--- src/rtl/systolic_tile_feeder_pkg.sv ---
// Shared definitions for the systolic tile feeder and the array it drives:
// state encoding, default geometry and flat tile element indexing.
package systolic_tile_feeder_pkg;

  localparam int DEFAULT_N      = 4;
  localparam int DEFAULT_DATA_W = 16;

  typedef enum logic [1:0] {
    ST_IDLE  = 2'd0,
    ST_FEED  = 2'd1,
    ST_DRAIN = 2'd2,
    ST_DONE  = 2'd3
  } feeder_state_t;

  // Flat element index of A[i][k] within a row-major N x N tile.
  function automatic int elem_a(input int i, input int k, input int n);
    return i * n + k;
  endfunction

  // Flat element index of B[k][j] within a row-major N x N tile.
  function automatic int elem_b(input int k, input int j, input int n);
    return k * n + j;
  endfunction

endpackage

--- src/rtl/systolic_tile_feeder_skew.sv ---
// One edge lane of the feeder: picks candidate (t - LANE) out of N operands,
// or zero while the skewed lane is outside its feed window.
module skew_lane_select
  import systolic_tile_feeder_pkg::*;
#(
  parameter int N      = DEFAULT_N,
  parameter int DATA_W = DEFAULT_DATA_W,
  parameter int T_W    = 3,
  parameter int LANE   = 0
) (
  input  logic [T_W-1:0]      t,
  input  logic [N*DATA_W-1:0] cand,
  output logic [DATA_W-1:0]   operand
);

  always_comb begin
    operand = '0;
    for (int k = 0; k < N; k++) begin
      if (t == T_W'(LANE + k)) begin
        operand = cand[k*DATA_W +: DATA_W];
      end
    end
  end

endmodule

--- src/rtl/systolic_tile_feeder.sv ---
// N x N operand feeder: accepts one A/B tile pair, streams it diagonally skewed
// into the array's west/north edges, then drains and signals block completion.
module systolic_tile_feeder
  import systolic_tile_feeder_pkg::*;
#(
  parameter int N            = DEFAULT_N,
  parameter int DATA_W       = DEFAULT_DATA_W,
  parameter int DRAIN_CYCLES = 4
) (
  input  logic                    clock,
  input  logic                    reset,
  input  logic                    tile_valid,
  output logic                    tile_ready,
  input  logic                    tile_last,
  input  logic [N*N*DATA_W-1:0]   tile_a,
  input  logic [N*N*DATA_W-1:0]   tile_b,
  output logic [N*DATA_W-1:0]     west_data,
  output logic [N*DATA_W-1:0]     north_data,
  output logic                    feed_valid,
  output logic                    acc_clear,
  output logic                    busy,
  output logic                    done
);

  localparam int TILE_W = N * N * DATA_W;
  localparam int EDGE_W = N * DATA_W;
  localparam int T_W    = $clog2(2 * N - 1);
  localparam int DC_W   = $clog2(DRAIN_CYCLES + 1);

  localparam logic [T_W-1:0]  T_LAST     = T_W'(2 * N - 2);
  localparam logic [DC_W-1:0] DRAIN_LAST = DC_W'(DRAIN_CYCLES - 1);

  feeder_state_t state_reg, state_next;
  logic [T_W-1:0]    t_reg, t_next;
  logic [DC_W-1:0]   drain_reg, drain_next;
  logic [TILE_W-1:0] buf_a_reg, buf_a_next;
  logic [TILE_W-1:0] buf_b_reg, buf_b_next;
  logic              last_reg, last_next;
  logic              block_open_reg, block_open_next;
  logic              acc_clear_next;
  logic              feed_next;

  logic              tile_ready_reg;
  logic [EDGE_W-1:0] west_reg, north_reg;
  logic              feed_valid_reg, acc_clear_reg, busy_reg, done_reg;

  logic [EDGE_W-1:0] west_cand  [N];
  logic [EDGE_W-1:0] north_cand [N];
  logic [EDGE_W-1:0] west_sel, north_sel;

  always_comb begin
    state_next      = state_reg;
    t_next          = t_reg;
    drain_next      = drain_reg;
    buf_a_next      = buf_a_reg;
    buf_b_next      = buf_b_reg;
    last_next       = last_reg;
    block_open_next = block_open_reg;
    acc_clear_next  = 1'b0;

    case (state_reg)
      ST_IDLE: begin
        if (tile_valid && tile_ready_reg) begin
          buf_a_next      = tile_a;
          buf_b_next      = tile_b;
          last_next       = tile_last;
          t_next          = '0;
          state_next      = ST_FEED;
          // Only the first k-tile of an output block clears the accumulators.
          acc_clear_next  = !block_open_reg;
          block_open_next = 1'b1;
        end
      end
      ST_FEED: begin
        if (t_reg == T_LAST) begin
          t_next     = '0;
          drain_next = '0;
          state_next = ST_DRAIN;
        end else begin
          t_next = t_reg + 1'b1;
        end
      end
      ST_DRAIN: begin
        if (drain_reg == DRAIN_LAST) begin
          drain_next = '0;
          state_next = last_reg ? ST_DONE : ST_IDLE;
        end else begin
          drain_next = drain_reg + 1'b1;
        end
      end
      ST_DONE: begin
        block_open_next = 1'b0;
        state_next      = ST_IDLE;
      end
      default: state_next = ST_IDLE;
    endcase

    feed_next = (state_next == ST_FEED);
  end

  // Lanes select from the next-cycle buffer and count so the edge registers
  // already hold beat t=0 in the first FEED cycle.
  genvar gi, gk;
  generate
    for (gi = 0; gi < N; gi++) begin : g_cand
      for (gk = 0; gk < N; gk++) begin : g_elem
        assign west_cand[gi][gk*DATA_W +: DATA_W]  = buf_a_next[elem_a(gi, gk, N)*DATA_W +: DATA_W];
        assign north_cand[gi][gk*DATA_W +: DATA_W] = buf_b_next[elem_b(gk, gi, N)*DATA_W +: DATA_W];
      end
    end

    for (gi = 0; gi < N; gi++) begin : g_lane
      skew_lane_select #(
        .N      (N),
        .DATA_W (DATA_W),
        .T_W    (T_W),
        .LANE   (gi)
      ) u_west_lane (
        .t       (t_next),
        .cand    (west_cand[gi]),
        .operand (west_sel[gi*DATA_W +: DATA_W])
      );

      skew_lane_select #(
        .N      (N),
        .DATA_W (DATA_W),
        .T_W    (T_W),
        .LANE   (gi)
      ) u_north_lane (
        .t       (t_next),
        .cand    (north_cand[gi]),
        .operand (north_sel[gi*DATA_W +: DATA_W])
      );
    end
  endgenerate

  always_ff @(posedge clock) begin
    if (!reset) begin
      state_reg      <= ST_IDLE;
      t_reg          <= '0;
      drain_reg      <= '0;
      buf_a_reg      <= '0;
      buf_b_reg      <= '0;
      last_reg       <= 1'b0;
      block_open_reg <= 1'b0;
      tile_ready_reg <= 1'b1;
      west_reg       <= '0;
      north_reg      <= '0;
      feed_valid_reg <= 1'b0;
      acc_clear_reg  <= 1'b0;
      busy_reg       <= 1'b0;
      done_reg       <= 1'b0;
    end else begin
      state_reg      <= state_next;
      t_reg          <= t_next;
      drain_reg      <= drain_next;
      buf_a_reg      <= buf_a_next;
      buf_b_reg      <= buf_b_next;
      last_reg       <= last_next;
      block_open_reg <= block_open_next;
      tile_ready_reg <= (state_next == ST_IDLE);
      west_reg       <= feed_next ? west_sel  : '0;
      north_reg      <= feed_next ? north_sel : '0;
      feed_valid_reg <= feed_next;
      acc_clear_reg  <= acc_clear_next;
      busy_reg       <= (state_next != ST_IDLE);
      done_reg       <= (state_next == ST_DONE);
    end
  end

  assign tile_ready = tile_ready_reg;
  assign west_data  = west_reg;
  assign north_data = north_reg;
  assign feed_valid = feed_valid_reg;
  assign acc_clear  = acc_clear_reg;
  assign busy       = busy_reg;
  assign done       = done_reg;

endmodule
--- config.mk ---
export PLATFORM = sky130hd
export DESIGN_NAME = systolic_tile_feeder
export DESIGN_NICKNAME = d
export VERILOG_FILES = /design/src/rtl/systolic_tile_feeder_pkg.sv /design/src/rtl/systolic_tile_feeder_skew.sv /design/src/rtl/systolic_tile_feeder.sv
export SDC_FILE = /design/constraint.sdc
export NUM_CORES = 1
export LEC_CHECK = 0
export BUFFER_PORTS_ARGS = -buffer_cell sky130_fd_sc_hd__buf_2
export CAP_MARGIN = 25
export CORE_AREA = 2 2 250 252
export DETAILED_ROUTE_END_ITERATION = 7
export DIE_AREA = 0 0 252 254
export GPL_ROUTABILITY_DRIVEN = 0
export PLACE_DENSITY = 0.78
export SETUP_SLACK_MARGIN = 0.15
export SLEW_MARGIN = 0
export SYNTH_ARGS = -nofsm -noshare
export SYNTH_HDL_FRONTEND = slang
export SYNTH_HIERARCHICAL = 1
export SYNTH_SLANG_ARGS = --single-unit
--- constraint.sdc ---
create_clock -name clock -period 3.5 [get_ports clock]
set_input_delay 0.525 -clock clock [delete_from_list [all_inputs] [get_ports clock]]
set_output_delay 0.525 -clock clock [all_outputs]
set_load 0.03 [all_outputs]
==> flow_summary.toml <==
[synth]
async_flop_share_pct = 0
yosys-top-cells-area = "dfxtp_1, mux2_4, and2_1"
ys_ff_latch = 655
synth_area_leader_cell = "dfxtp_1"
synth_common_cells = "dfxtp_1, and2_1, mux2_4"
syn_nets = 3208
yosysMostFrequentCell = "dfxtp_1"
synth_flop_cell = "dfxtp_1"
synth-edff-count = 0
syn_avg_cell_area_um2 = 11.7
syn-cell-area_um2 = 31500
synth-seq-area-share_pct = 41.7
syn_inst = 2691
synth.distinct_cells = 44
yosysWarnings = 6
yosysTopAreaCellShare_pct = 41.7

[finish]
drive_above_1_share_pct = 42.0
stdcell_count = 4114
post-route-util_pct = 60.8
nets = 3740
synthToLayoutAreaGrowth_pct = 18.3

[sta]
fin_setup_tns_ns = 0
setup_violations = 0
max_freq_ghz = 0.319
rsz0062_at_grt = "false"
clock_skew_ns = 0.0271
slew_headroom_pct = 33.7
hold_violations = 0
slew_violations = 0
setup_slack_ns = 0.368
tightest_slew_ns = 0.994
hold_slack_ns = 0.213
timing.final.crit_period_ns = 3.13
min_period_over_period_pct = 89.5

[drt]
wl_um = 87600
firstDrtPassIters = 5
routed-via-count = 22200
antenna_left = 0
avgViaCountPerCell = 5.38
drt_iter0_drc = 1348
drc_errors = 0
wl_per_cell_um = 21.3

[cts]
clkSlewWorstSetupHoldPaths_ns = 0.06
cts_buffers = 70
cts_root_buf = "clkbuf_16"
cts_tree = "built"
insertion_delay_ns = 0.61
cts_resized = 0
clock_path_buffers = 3
clock-sinks = 655
hold_buffers = 0
htreeDepth = 3
cts_setup_buffers = 0

[setup_path]
path_max_fanout = 24
cp-end-kind = "flop"
crit_arrival_ns = 3.57
cp-start-kind = "flop"
critical_path_required_ns = 3.94
critPathKind = "reg2reg"

[floorplan]
die_w_um = 252
die_h_um = 254
fp.dieArea_um2 = 64000
pin_count = 649
initial_core_util_pct = 51.4
fp-row-count = 91
design.core.area_um2 = 61300

[power]
leakagePower_uw = 0.0159
power_density_nw_per_um2 = 525
vdd_drop_max_mv = 0.392

[grt]
grt_pass1_vias = 22500
grt_overflow = 0
grt_pass1_wl_um = 131000
grt_antenna_before_repair = 56
grt_max_degree = 233
track_usage_pct = 26.2

[flow_run]
cap_violations = 0

[status]
status = "finished, final reports clean"

[hold_path]
min_path_type = "in2reg"

[place]
placed_cells = 3941
portBuffers = 648
dp_hpwl_um = 59400
place_ws_ns = 0.568
[cell families after synthesis]
logic type	share of synthesized area (%)
adder cells (fa/ha/maj)	0.0398
flip-flops	41.7
AO/OA/AOI/OAI	7.35
multiplexers	29.9
buffers and inverters	7.17
AND/OR/NAND/NOR	13.9
[per-stage QoR]
stage | cell area, um2 | total power (uW)
finish | 37200 | 19500
CTS | 37100 | 19600
global placement | 34700 | 11800
detailed placement | 34700 | 11800
global route | 37200 | 20200
floorplan | 31500 | 11000
[critical path: stages, from the launching register on]
cell      delay (ns)
dfxtp_1         0.40
nand2b_1        0.29
or3_1           0.41
a31oi_4         0.34
buf_12          0.25
or2_1           0.78
o221ai_1        0.28
inv_1           0.13
a211oi_1        0.05
[metal layers]
metal | part of all wire (%) | GRT usage [%] | up-vias | wire, um
met5 | 0.13 | 0 | - | 118
met2 | 47 | 43.1 | 715 | 41500
met1 | 42 | 32.9 | 10800 | 37000
met3 | 6.0 | 5.35 | 215 | 5250
li1 | - | - | 10400 | -
met4 | 4.2 | 12.7 | 18 | 3680
[layout by cell type (no fill, tap or decap), types with 64 or more instances in the layout]
cell and instances:
a211oi_1 128, dfxtp_1 655, mux2_4 458, buf_2 647, and2_1 512, o22ai_1 64
mux2i_1 192, inv_1 130, clkbuf_16 72, nand2_1 68
[final cells by class]
| cell class | count | area (um2) |
|---|---|---|
| clock inverters | 34 | 453 |
| diodes | 47 | 118 |
| inverters | 130 | 488 |
| fillers | 4872 | 24000 |
| well taps | 790 | 988 |
| multi-input cells | 1667 | 16200 |
| repair buffers | 699 | 3900 |
| flip-flops and latches | 655 | 13100 |
| clock buffers | 92 | 1990 |
[final timing paths]
path,startpoint,end,slack [ns],depth (start not counted)
worst min-delay path,tile_last,last_reg$_SDFFE_PN0P_,0.21,3
worst min register to register,block_open_reg$_SDFFE_PN0P_,acc_clear$_SDFF_PN0_,0.45,1
worst max register to register,state_reg[1]$_SDFF_PN0_,north_data[20]$_SDFF_PN0_,0.37,8
worst max-delay path,state_reg[1]$_SDFF_PN0_,north_data[20]$_SDFF_PN0_,0.37,8
[power by group]
group	internal, uW	leakage [uW]	total (uW)	switching [uW]
combinational	1890	0.00936	3660	1770
sequential	7910	0.00535	8050	136
clock	4640	0.00121	7830	3190
Note: power is estimated with default switching activity, not from simulation.
